--- config.mk ---
export PLATFORM = sky130hd
export DESIGN_NAME = vga_timing_gen
export DESIGN_NICKNAME = d
export VERILOG_FILES = /design/src/rtl/vga_timing_gen.sv
export SDC_FILE = /design/constraint.sdc
export NUM_CORES = 1
export LEC_CHECK = 0
export CAP_MARGIN = 20
export CORE_MARGIN = 2
export CORE_UTILIZATION = 38
export CTS_CLUSTER_SIZE = 24
export DETAILED_ROUTE_END_ITERATION = 6
export PLACE_DENSITY = 0.61
export SETUP_SLACK_MARGIN = 0.5
export SKIP_CTS_REPAIR_TIMING = 1
export SLEW_MARGIN = 30
export SYNTH_ARGS = -nofsm -noshare
export SYNTH_HDL_FRONTEND = slang
export SYNTH_SLANG_ARGS = --single-unit
--- constraint.sdc ---
create_clock -name CLK -period 4.58 [get_ports CLK]
set_input_delay 0.458 -clock CLK [delete_from_list [all_inputs] [get_ports CLK]]
set_output_delay 0.458 -clock CLK [all_outputs]
set_load 0.1 [all_outputs]
--- src/rtl/vga_timing_gen.sv ---
// vga_timing_gen
//   VGA raster timing generator. A CLK divider produces one pixel tick every
//   DIV cycles. Horizontal and vertical counters walk the full raster, which
//   includes the blanking intervals. The block presents the pixel address one
//   tick ahead of the colour/sync it drives, so an external frame buffer has
//   one pixel period to return COLOUR_IN.
//
// Ports
//   CLK        in   system clock, rising edge
//   RESETN     in   asynchronous active-low reset
//   COLOUR_IN  in   RGB444 colour for the pixel at ADDRH/ADDRV (sampled on tick)
//   ADDRH      out  visible column 0..H_VIS-1, 0 during horizontal blanking
//   ADDRV      out  visible row 0..V_VIS-1, 0 during vertical blanking
//   COLOUR_OUT out  RGB444 to DAC, 0 during blanking
//   HS         out  horizontal sync, active low
//   VS         out  vertical sync, active low
//   FRAME      out  one-pixel strobe at the start of vertical blanking
module vga_timing_gen #(
  parameter int DIV    = 4,    // 1..4, the divider is 2 bits wide
  parameter int H_VIS  = 640,
  parameter int H_FP   = 16,
  parameter int H_SYNC = 96,
  parameter int H_BP   = 48,
  parameter int V_VIS  = 480,
  parameter int V_FP   = 10,
  parameter int V_SYNC = 2,
  parameter int V_BP   = 33
) (
  input  logic        CLK,
  input  logic        RESETN,
  input  logic [11:0] COLOUR_IN,
  output logic [9:0]  ADDRH,
  output logic [8:0]  ADDRV,
  output logic [11:0] COLOUR_OUT,
  output logic        HS,
  output logic        VS,
  output logic        FRAME
);

  localparam int H_TOT    = H_VIS + H_FP + H_SYNC + H_BP;
  localparam int V_TOT    = V_VIS + V_FP + V_SYNC + V_BP;
  localparam int HS_FIRST = H_VIS + H_FP;
  localparam int HS_LAST  = H_VIS + H_FP + H_SYNC - 1;
  localparam int VS_FIRST = V_VIS + V_FP;
  localparam int VS_LAST  = V_VIS + V_FP + V_SYNC - 1;

  logic [1:0] div;
  logic       tick;
  logic [9:0] hcnt, vcnt, hcnt_nxt, vcnt_nxt;
  logic [9:0] pix_h, pix_v, pix_h_nxt, pix_v_nxt;
  logic       h_wrap, vis;

  always_comb begin
    tick     = (div == 2'(DIV - 1));
    h_wrap   = (hcnt == 10'(H_TOT - 1));
    hcnt_nxt = h_wrap ? 10'd0 : hcnt + 10'd1;
    vcnt_nxt = vcnt;
    if (h_wrap)
      vcnt_nxt = (vcnt == 10'(V_TOT - 1)) ? 10'd0 : vcnt + 10'd1;
    // Pixel whose colour was presented during the elapsed pixel period.
    pix_h_nxt = tick ? hcnt : pix_h;
    pix_v_nxt = tick ? vcnt : pix_v;
    vis       = (hcnt < 10'(H_VIS)) && (vcnt < 10'(V_VIS));
  end

  always_ff @(posedge CLK or negedge RESETN) begin
    if (!RESETN) begin
      div        <= '0;
      hcnt       <= '0;
      vcnt       <= '0;
      pix_h      <= '0;
      pix_v      <= '0;
      ADDRH      <= '0;
      ADDRV      <= '0;
      COLOUR_OUT <= '0;
      HS         <= 1'b1;
      VS         <= 1'b1;
      FRAME      <= 1'b0;
    end else begin
      div   <= tick ? 2'd0 : div + 2'd1;
      pix_h <= pix_h_nxt;
      pix_v <= pix_v_nxt;
      // Sync is decoded from the same pixel as COLOUR_OUT, so both land on
      // the same tick edge. Between ticks pix_*_nxt is stable, so HS/VS hold.
      HS <= !((pix_h_nxt >= 10'(HS_FIRST)) && (pix_h_nxt <= 10'(HS_LAST)));
      VS <= !((pix_v_nxt >= 10'(VS_FIRST)) && (pix_v_nxt <= 10'(VS_LAST)));
      if (tick) begin
        hcnt       <= hcnt_nxt;
        vcnt       <= vcnt_nxt;
        // Address runs one pixel ahead of the colour stage.
        ADDRH      <= (hcnt_nxt < 10'(H_VIS)) ? hcnt_nxt : 10'd0;
        ADDRV      <= (vcnt_nxt < 10'(V_VIS)) ? vcnt_nxt[8:0] : 9'd0;
        COLOUR_OUT <= vis ? COLOUR_IN : 12'd0;
        // FRAME is held between ticks, giving a pulse DIV CLKs long.
        FRAME      <= (hcnt_nxt == 10'd0) && (vcnt_nxt == 10'(V_VIS));
      end
    end
  end

endmodule

---- Yosys cells after proc, flatten, opt, wreduce, memory -nomap -nowiden ----
Index checks and enable logic that the tools add are counted.
storage, ports and cells
  register bits after elaboration ......... 76
  bits in latches ......................... 0
  RAM bits ................................ 0
  bits in read-only memories .............. 0
  input bits .............................. 14
  output and inout bits ................... 34
  word-level logic and storage cells ...... 42
  memories ................................ 0
cells by class
  add/subtract/negate cells ............... 3
  $mul .................................... 0
  div/mod/pow operators ................... 0
  magnitude comparators ................... 8
  eq/ne operators ......................... 4
  shifts and indexed selects .............. 0
  mux-type cells .......................... 9
  bitwise gates (word level) .............. 0
  reductions and logical operators ........ 7
operators by type and width
  operator                                                                               number
  10-bit two-way mux                                                                     6
  10-bit by 1-bit adder with 10-bit output (second input constant)                       2
  10-bit equality test (second input constant)                                           2
  10-bit < comparator (second input constant)                                            2
  10-bit by 9-bit < comparator with 1-bit output (second input constant)                 2
  12-bit two-way mux                                                                     1
  10-bit by 9-bit equality test with 1-bit output (second input constant)                1
  10-bit greater-or-equal comparator (second input constant)                             1
  10-bit by 9-bit greater-or-equal comparator with 1-bit output (second input constant)  1
  10-bit <= comparator (second input constant)                                           1
  10-bit by 9-bit <= comparator with 1-bit output (second input constant)                1
  10-bit zero test                                                                       1
  9-bit two-way mux                                                                      1
  1-bit logical AND                                                                      4
  2-bit by 1-bit adder with 2-bit output (second input constant)                         1
  2-bit equality test (second input constant)                                            1
  1-bit zero test                                                                        2
  2-bit two-way mux                                                                      1

---- Logic depth before layout (Yosys ltp) ----
Gate-level depths: netlist (run 1).
  word-level depth ........................ 5
  gate-level depth with buffers ........... 9
  depth with buffers taken out ............ 8

---- Least setup slack after synthesis (run 1) ----
OpenSTA, ideal clock, no wires.
  kind .................................... register -> register
  start point ............................. register vcnt[1]
  end point ............................... register FRAME
  setup time .............................. 95 ps
  data arrival time ....................... 2075 ps
  data required time ...................... 4485 ps
  slack ................................... 2409 ps
  cell stages (with the launch flop) ...... 9
  buffers on the path ..................... 1
  clock period less this slack ............ 2171 ps
  cells stage by stage .................... dfrtp_1 -> ha_1 -> clkbuf_1 -> and4b_1 -> and4b_1 -> xnor2_1 -> or3_4 -> nand3b_4 -> o32ai_2
on the way
  longest elaborated chain between the ends .. 5
  elaborated cells between the ends (all ways) .. 6
  classes of those cells .................. add/sub: 1; eq/ne: 2; mux: 2; reduce/logical: 1
RTL lines
  item                                                                              RTL line  source
  start, declared                                                                   49        logic [9:0] hcnt, vcnt, hcnt_nxt, vcnt_nxt;
  start signal, assigned                                                            89        vcnt <= vcnt_nxt;
  10-bit by 1-bit adder with 10-bit output or 10-bit equality test (tied branches)  59        vcnt_nxt = (vcnt == 10'(V_TOT - 1)) ? 10'd0 : vcnt + 10'd1;
  10-bit two-way mux                                                                59
  10-bit two-way mux *                                                              58        if (h_wrap)
  10-bit by 9-bit equality test with 1-bit output *                                 95        FRAME <= (hcnt_nxt == 10'd0) && (vcnt_nxt == 10'(V_VIS));
  1-bit logical AND *                                                               95
  end signal, assigned                                                              95
  end, declared                                                                     37        output logic FRAME
Every way passes the cells marked *; elsewhere a longest branch is shown, timed or not.
A chain may end at the register's enable or synchronous reset.

---- Worst setup path after layout (run 1) ----
  start point ............................. register hcnt[0]
  end point ............................... register ADDRH[0]
on the way
  longest elaborated chain between the ends .. 4
  elaborated cells between the ends (all ways) .. 5
  classes of those cells .................. add/sub: 1; order compare: 1; eq/ne: 1; mux: 2
RTL lines
  item                                                                              RTL line  source
  start, declared                                                                   49
  start signal, assigned                                                            88        hcnt <= hcnt_nxt;
  10-bit by 1-bit adder with 10-bit output or 10-bit equality test (tied branches)  56, 55
  10-bit two-way mux *                                                              56        hcnt_nxt = h_wrap ? 10'd0 : hcnt + 10'd1;
  10-bit < comparator                                                               91        ADDRH <= (hcnt_nxt < 10'(H_VIS)) ? hcnt_nxt : 10'd0;
  10-bit two-way mux *                                                              91
  end signal, assigned                                                              91
  end, declared                                                                     32        output logic [9:0] ADDRH,
Marks and branches as above.

==> flow_summary_export.csv, run 1 <==
group,metric,value,unit
sta,finalSetupViolations,0,
synthesis,ys_types,47,
layout,antennaDiodeCount,0,
clock_tree,ctsLongestPathBuffers,2,
place,finalWeightedCongestion,0.874,
place,dpl.hpwl,5.22,mm
routing,via_count,2585,
global_routing,antenna_found_initial,0,
setup_path,endpoint_kind,"flop",
floorplan,die_w,99.7,microns
sta,period_share,57.2,%
synthesis,avgSynthCellArea,10.6,sq um
pwr,ir_drop,0.191,mV
layout,final_area,4180,sq um
synthesis,synth_warnings,0,
sta,final_max_slew_viol_count,0,
routing,drt_iter0_drc,121,
synthesis,async_flop_share,100,%
setup_path,crit_path_max_fanout,13,
setup_path,required,4.82,ns
routing,final_antenna_net_count,0,
flow_run,maxCapViolations,0,
floorplan,initial_utilization,39.5,%
floorplan,row_count,34,
sta,fin_crit,2.62,ns
synthesis,netlist_area,3480,sq um
setup_path,cp_data_arrival_time,2.86,ns
layout,fin_nets,381,
global_routing,grt_pass1_wl,13.2,mm
synthesis,synth-edff-count,0,
place,dpl-instance-area,4000,sq um
routing,postRouteWirelength,7.66,mm
layout,syn_to_final_growth,20.1,%
sta,timing_hold_violations_final,0,
routing,drc,0,
synthesis,syn-num-nets,345,
sta,fin_tns_setup,0,ns
global_routing,grt-ovfl-total,0,
floorplan,dieArea,9930,sq um
setup_path,r2r_slack,1.96,ns
setup_path,crit_type,"reg -> reg",
sta,layout_setup_ws,1.96,ns
routing,dr.pass1.iters,4,
layout,drive_above_1_share,12.0,%
routing,via_per_inst,5.44,
setup_path,worstSetupStartpointType,"flop",
pwr,p_int,0.893,mW
clock_tree,clkTransAtPathRegs,0.08,ns
hold_path,hp-class,"in -> async",
global_routing,grt_use_total,16.9,%
sta,timing.slew.headroom,33.8,%
place,placed_cells,460,
floorplan,io_pins,48,
clock_tree,clkSinkCount,71,
pwr,seqPwrFrac,54.5,%
clock_tree,cts_buffers,9,
pwr,power.leakage,1.68,nW
clock_tree,clk_latency,0.34,ns
pwr,p_switching,0.272,mW
layout,fin_cells,475,
pwr,p_comb_share,6.9,%
sta,rsz0062_at_grt,"false",
synthesis,syn-instance-count,327,
clock_tree,cts_tree,"yes",
global_routing,grt_pass1_vias,2594,
pwr,powerDensity,279,nW/um^2
place,port-buffer-count,47,
clock_tree,cts_htree_levels,3,
pwr,pwr-share-clk,38.6,%
sta,finClkSkew,0.0120,ns
floorplan,die_h,99.7,microns
place,post-place-ws,1.99,ns
synthesis,synth-seq-area-share,51.2,%
routing,routedWlPerCell,16.1,microns
floorplan,core_area,8810,sq um
sta,fmax,382,MHz
synthesis,synth_seq_cells,71,
clock_tree,root_buffer,"clkbuf_8",
pwr,p_sw_share,23.3,%
sta,tightest_slew,0.990,ns
pwr,total_power,1.17,mW
status,status,"completed",
synthesis,synthFlopType,"dfrtp_1",
global_routing,grt_max_degree,41,
==> layer usage <==
metal  GRT usage [%]  wire [microns]  vias up
met1            23.4            3560     1271
met4            5.48             108        0
li1                -               -     1234
met2            25.1            3500       72
met5               0               0        -
met3            5.55             497        8
==> placed cells by master, fill, tap and decap left out, drive strengths merged, types with 12 or more instances in the layout <==
master and count:
a22o 13, clkbuf 14, clkdlybuf4s50 46, dfrtp 69
mux2 15, nand2 32, nand3 19, nor2 12
o21ai 22, o2bb2ai 13, xnor2 17
==> metrics by stage <==
step           util, %  hold slack [ns]
6_report          47.4           0.0750
3_3_place_gp      45.4            0.421
5_1_grt           47.4            0.102
2_1_floorplan        -            0.162
3_5_place_dp      45.4            0.423
4_1_cts           47.4            0.252
==> registers in the layout, summed over array words and instances (netlist names) <==
signal	count
ADDRV	9
pix_h	6
COLOUR_OUT	12
pix_v	9
FRAME	1
vcnt	10
hcnt	10
ADDRH	10
HS	1
VS	1
div	2
==> cell type report <==
type | count | area, sq um
Fill cell | 817 | 4630
Clock buffer | 14 | 173
Tap cell | 108 | 135
Clock inverter | 1 | 5.00
Timing Repair Buffer | 51 | 498
Multi-Input combinational cell | 221 | 1550
Inverter | 9 | 33.8
Sequential cell | 71 | 1780
==> path summary, 6_finish.rpt <==
path                                     startpoint                    endpoint  cells after the start
worst max-delay path            hcnt[0]$_DFFE_PN0P_        ADDRH[0]$_DFFE_PN0P_                      6
worst min-delay path                         RESETN         vcnt[8]$_DFFE_PN0P_                      1
worst max register to register  hcnt[0]$_DFFE_PN0P_        ADDRH[0]$_DFFE_PN0P_                      6
worst min register to register     div[0]$_DFF_PN0_            div[0]$_DFF_PN0_                      1
max in group asynchronous                    RESETN  COLOUR_OUT[10]$_DFFE_PN0P_                      2
min in group CLK                   div[0]$_DFF_PN0_            div[0]$_DFF_PN0_                      1
==> worst max-delay path, cell delays in order, from the launching register on <==
cell,delay (ns)
dfrtp_1,0.41
ha_1,0.33
and4_1,0.37
nand3_1,0.46
nand2_1,0.44
o21ai_0,0.22
o31ai_1,0.28
==> synth_stat cells, types with 4 or more instances <==
cell type  number  area, sq um
o21ai_0        22          110
buf_2           8         40.0
nand2b_1        6         37.5
nand3_1        18         90.1
a22o_1         13          114
dfrtp_1        69         1730
o31ai_1         6         45.0
nor2_1         12         45.0
clkbuf_1       14         52.6
inv_1           9         33.8
xnor2_1        17          149
mux2_2         15          169
xor2_1          6         52.6
and3_1          4         25.0
nand2_1        32          120
nor2b_1         4         25.0
nor3_1          8         40.0
ha_1            4         50.1
nand4_1         7         43.8
o2bb2ai_1      13          114
a21oi_1         6         30.0
==> power groups by stage <==
stage	Sequential, mW	Combinational (mW)	Clock [mW]
4_1_cts	0.635	0.0816	0.473
2_1_floorplan	0.687	0.00519	0
5_1_grt	0.636	0.0853	0.493
3_5_place_dp	0.647	0.0817	0
6_report	0.636	0.0801	0.450
3_3_place_gp	0.647	0.0808	0
==> cells by family (layout without fill, tap and decap cells) <==
| family | Yosys count | after routing | synth area share (%) |
|---|---|---|---|
| buffers and inverters | 35 | 75 | 4.17 |
| AO/OA/AOI/OAI | 65 | 65 | 13.5 |
| flip-flops | 71 | 71 | 51.2 |
| AND/OR/NAND/NOR | 113 | 113 | 18.8 |
| adder cells (fa/ha/maj) | 4 | 4 | 1.44 |
| XOR/XNOR | 23 | 23 | 5.79 |
| multiplexers | 16 | 16 | 5.15 |
Power figures use the tool's default switching activity.
==> inputs of run 2 (changes only) <==
==> constraint.sdc (replaced) <==
create_clock -name CLK -period 2.7 [get_ports CLK]
set_input_delay 0.27 -clock CLK [delete_from_list [all_inputs] [get_ports CLK]]
set_output_delay 0.27 -clock CLK [all_outputs]
set_load 0.1 [all_outputs]
==> flow_summary_export.csv, run 2 (synthesis results as in run 1) <==
group,metric,value,unit
sta,fmax,471,MHz
floorplan,die_h,99.7,microns
setup_path,worst_path_largest_cell_delay,0.46,ns
setup_path,slowest_stage,"dfrtp_2",
place,port-buffer-count,47,
setup_path,crit_chain,"ha_4 > and4_4 > buf_4 > and3_1 > o21ai_0 > o311ai_2 > o21ai_1 > o2bb2ai_1",
layout,fin_nets,399,
hold_path,hp-class,"reg -> reg",
global_routing,grt_max_degree,45,
place,post-place-ws,0.182,ns
floorplan,io_pins,48,
sta,finClkSkew,0.00630,ns
sta,fin_crit,2.12,ns
pwr,powerDensity,470,nW/um^2
sta,tightest_slew,0.644,ns
clock_tree,root_buffer,"clkbuf_8",
sta,fin_tns_setup,0,ns
global_routing,grt-ovfl-total,0,
clock_tree,cts_htree_levels,3,
place,finalWeightedCongestion,0.906,
routing,postRouteWirelength,8.02,mm
global_routing,grt_pass1_vias,2663,
layout,fin_cells,493,
clock_tree,clkTransAtPathRegs,0.07,ns
layout,drive_above_1_share,29.9,%
routing,via_count,2680,
layout,largest-register,"COLOUR_OUT",
place,placed_cells,469,
sta,layout_setup_ws,0.578,ns
setup_path,endpoint_kind,"flop",
setup_path,crit_path_max_fanout,7,
sta,timing_hold_violations_final,0,
clock_tree,clk_latency,0.34,ns
routing,dr.pass1.iters,4,
layout,antennaDiodeCount,0,
routing,drt_iter0_drc,140,
sta,period_share,78.6,%
pwr,ir_drop,0.274,mV
global_routing,antenna_found_initial,0,
routing,final_antenna_net_count,0,
clock_tree,cts_buffers,9,
flow_run,maxCapViolations,0,
layout,fillers,813,
floorplan,row_count,34,
layout,mostFrequentLayoutCells,"dfrtp_1, buf_4, nand2_1",
setup_path,required,2.93,ns
floorplan,initial_utilization,39.5,%
routing,routedWlPerCell,16.3,microns
floorplan,core_area,8810,sq um
sta,final_max_slew_viol_count,0,
global_routing,grt_pass1_wl,13.2,mm
clock_tree,cts_tree,"yes",
layout,layout_commonest_cell,"dfrtp_1",
setup_path,cp_data_arrival_time,2.35,ns
routing,via_per_inst,5.44,
place,dpl.hpwl,5.57,mm
clock_tree,ctsLongestPathBuffers,2,
setup_path,worstSetupStartpointType,"flop",
sta,timing.slew.headroom,57.1,%
floorplan,dieArea,9930,sq um
routing,drc,0,
layout,syn_to_final_growth,25.5,%
floorplan,die_w,99.7,microns
setup_path,crit_type,"reg -> reg",
place,dpl-instance-area,3990,sq um
global_routing,grt_use_total,17.0,%
layout,largest_register_ffs,12,
clock_tree,clkSinkCount,71,
sta,finalSetupViolations,0,
layout,final_area,4360,sq um
sta,rsz0062_at_grt,"false",
pwr,power.leakage,1.83,nW
status,status,"completed",
run 2: changes by cell type in the layout (fill, tap and decap cells not counted), sizes merged:
| cell | delta |
|---|---|
| buf | +51 |
| bufinv | +1 |
| clkbuf | -4 |
| clkdlybuf4s50 | -34 |
| clkinv | +1 |
| clkinvlp | +2 |
| dlygate4sd3 | +1 |
run 2: power breakdown:
part | internal [mW] | switching (mW) | total [mW]
combinational | 0.0385 | 0.0978 | 0.136
clock | 0.446 | 0.393 | 0.839
sequential | 1.07 | 0.00556 | 1.08
total | 1.56 | 0.496 | 2.05
run 2: layout make-up:
class / instances / area (sq um) / area share, %
flip-flops and latches: 71 / 1790 / 41.1
multi-input cells: 221 / 1630 / 37.4
repair buffers: 69 / 573 / 13.1
clock buffers: 10 / 138 / 3.15
well taps: 108 / 135 / 3.10
clock inverters: 5 / 58.8 / 1.35
inverters: 9 / 33.8 / 0.774
run 2: critical path, delay by kind of cell, from the launching register on:
kind | cells | cell delay, ns
adder cells (fa/ha/maj) | 1 | 0.20
AND/OR/NAND/NOR | 2 | 0.36
buffers and inverters | 1 | 0.14
flip-flops | 1 | 0.46
AO/OA/AOI/OAI | 4 | 0.84
run 2: final timing paths:
kind                                startpoint              endpoint  slack, ns  cells after the start
max                        hcnt[0]$_DFFE_PN0P_  ADDRH[3]$_DFFE_PN0P_       0.58                      8
min                           div[0]$_DFF_PN0_      div[0]$_DFF_PN0_       0.43                      1
max reg2reg                hcnt[0]$_DFFE_PN0P_  ADDRH[3]$_DFFE_PN0P_       0.58                      8
min reg2reg                   div[0]$_DFF_PN0_      div[0]$_DFF_PN0_       0.43                      1
max in group asynchronous               RESETN          HS$_DFF_PN1_       1.49                      3
min in group asynchronous               RESETN  ADDRV[4]$_DFFE_PN0P_       0.49                      2
run 2: stage by stage:
| stage | util [%] | total power [mW] | hold slack (ns) |
|---|---|---|---|
| after detailed placement | 45.3 | 1.24 | 0.332 |
| after global placement | 45.3 | 1.23 | 0.318 |
| final | 49.6 | 2.05 | 0.429 |
| after floorplan | - | 1.17 | -0.0256 |
| after global routing | 49.6 | 2.14 | 0.459 |
| after CTS | 47.6 | 2.09 | -0.0575 |
run 2: metal layers:
layer / share of wire [%] / vias to the layer above / wire length, microns / track usage (%)
met3: 6.0 / 9 / 479 / 5.20
met1: 44 / 1319 / 3500 / 22.2
met5: 0 / - / 0 / 0
met2: 49 / 86 / 3950 / 27.0
met4: 1.1 / 0 / 91 / 6.11
li1: - / 1266 / - / -
==> inputs of run 3 (changes only) <==
==> constraint.sdc (replaced) <==
create_clock -name CLK -period 2.2 [get_ports CLK]
set_input_delay 0.22 -clock CLK [delete_from_list [all_inputs] [get_ports CLK]]
set_output_delay 0.22 -clock CLK [all_outputs]
set_load 0.1 [all_outputs]
==> flow_summary_export.csv, run 3 (synthesis results as in run 1) <==
group,metric,value,unit
setup_path,worstSetupStartpointType,"flop",
routing,via_count,2859,
floorplan,dieArea,9930,sq um
setup_path,cpLargestDelayFamily,"simple AND/OR/NAND/NOR gates",
sta,rsz0062_at_grt,"true",
place,port-buffer-count,47,
sta,hold_slack,0.299,ns
pwr,powerDensity,546,nW/um^2
global_routing,grt_pass1_vias,2743,
floorplan,core_area,8810,sq um
setup_path,required,2.45,ns
layout,fin_nets,441,
hold_path,hp-class,"in -> async",
clock_tree,cts_buffers,9,
layout,drive_above_1_share,41.0,%
routing,via_per_inst,5.34,
layout,largest-register,"COLOUR_OUT",
layout,layout_commonest_cell,"buf_4",
place,finalWeightedCongestion,0.941,
clock_tree,cts_tree,"yes",
sta,final_max_slew_viol_count,0,
clock_tree,clkSinkCount,71,
routing,final_antenna_net_count,0,
routing,dr.pass1.iters,4,
setup_path,cp_data_arrival_time,2.30,ns
setup_path,cp_num_buf_inv,0,
floorplan,io_pins,48,
clock_tree,clkTransAtPathRegs,0.08,ns
sta,timing.slew.headroom,70.6,%
pwr,power.leakage,2.12,nW
setup_path,endpoint_kind,"flop",
floorplan,die_w,99.7,microns
global_routing,grt_use_total,17.7,%
pwr,total_power,2.67,mW
layout,mostFrequentLayoutCells,"buf_4, dfrtp_1, nand2_1",
sta,fin_tns_setup,0,ns
clock_tree,root_buffer,"clkbuf_8",
sta,finalSetupViolations,0,
routing,drt_iter0_drc,111,
sta,tightest_slew,0.440,ns
setup_path,crit_chain,"ha_4 > and4_4 > and4b_1 > xnor2_2 > or3_4 > nand3b_4 > o32ai_2",
global_routing,grt_max_degree,38,
clock_tree,clk_latency,0.35,ns
sta,fin_crit,2.05,ns
floorplan,row_count,34,
floorplan,die_h,99.7,microns
sta,period_share,93.1,%
layout,largest_register_ffs,12,
routing,postRouteWirelength,9.06,mm
layout,syn_to_final_growth,40.4,%
setup_path,crit_type,"reg -> reg",
setup_path,worst_path_largest_cell_delay,0.46,ns
flow_run,maxCapViolations,0,
clock_tree,ctsLongestPathBuffers,2,
status,status,"completed",
global_routing,antenna_found_initial,0,
global_routing,grt_pass1_wl,13.8,mm
setup_path,slowest_stage,"dfrtp_2",
global_routing,grt-ovfl-total,0,
place,dpl.hpwl,6.05,mm
floorplan,initial_utilization,39.5,%
pwr,ir_drop,0.282,mV
sta,timing_hold_violations_final,0,
sta,fmax,488,MHz
sta,finClkSkew,0.00942,ns
routing,routedWlPerCell,16.9,microns
routing,drc,0,
clock_tree,cts_htree_levels,3,
setup_path,crit_path_max_fanout,7,
layout,antennaDiodeCount,0,
==> run 3: cell count changes in the layout (fill, tap and decap cells not counted), sizes merged <==
| cell | before | now |
|---|---|---|
| dlymetal6s2s | 0 | 1 |
| inv | 9 | 10 |
| clkinvlp | 2 | 1 |
| bufinv | 1 | 2 |
| clkinv | 2 | 1 |
| buf | 56 | 97 |
==> run 3: worst register-to-register path: stages, from the launching register on <==
cell	delay [ns]
dfrtp_2	0.46
ha_4	0.20
and4_4	0.20
and4b_1	0.22
xnor2_2	0.15
or3_4	0.38
nand3b_4	0.16
o32ai_2	0.19
==> run 3: final cells by class <==
cell class	count	area, sq um
fillers	737	3920
inverters	9	33.8
clock inverters	5	81.3
well taps	108	135
flip-flops and latches	71	1780
clock buffers	10	138
repair buffers	111	905
multi-input cells	221	1810
==> run 3: path summary, 6_finish.rpt <==
path                                      startpoint                   endpoint  slack (ns)  depth (start not counted)
max in group asynchronous                     RESETN        hcnt[0]$_DFFE_PN0P_        1.25                          3
worst min register to register  ADDRV[3]$_DFFE_PN0P_       ADDRV[3]$_DFFE_PN0P_        0.49                          1
worst min-delay path                          RESETN       ADDRV[4]$_DFFE_PN0P_        0.30                          2
worst max-delay path             hcnt[0]$_DFFE_PN0P_          FRAME$_DFFE_PN0P_        0.15                          7
worst max register to register   hcnt[0]$_DFFE_PN0P_          FRAME$_DFFE_PN0P_        0.15                          7
min in group CLK                        COLOUR_IN[9]  COLOUR_OUT[9]$_DFFE_PN0P_        0.47                          2
==> run 3: power breakdown <==
part	total [mW]	switching [mW]	internal (mW)
clock	1.17	0.509	0.666
sequential	1.32	0.00711	1.32
combinational	0.170	0.121	0.0484
==> run 3: through the flow <==
step	util (%)	worst slack, ns	area [sq um]	std cells
3_3_place_gp	47.8	0.114	4210	491
5_1_grt	55.4	0.0565	4880	535
4_1_cts	50.3	0.110	4430	506
6_report	55.4	0.152	4880	535
2_1_floorplan	-	0.145	3550	327
3_5_place_dp	47.8	0.129	4210	491
==> run 3: metal layers <==
layer / part of all wire, % / global-route usage [%]
met5: 0 / 0
met4: 2.0 / 5.90
met3: 4.2 / 3.79
met2: 49 / 28.7
met1: 44 / 23.7
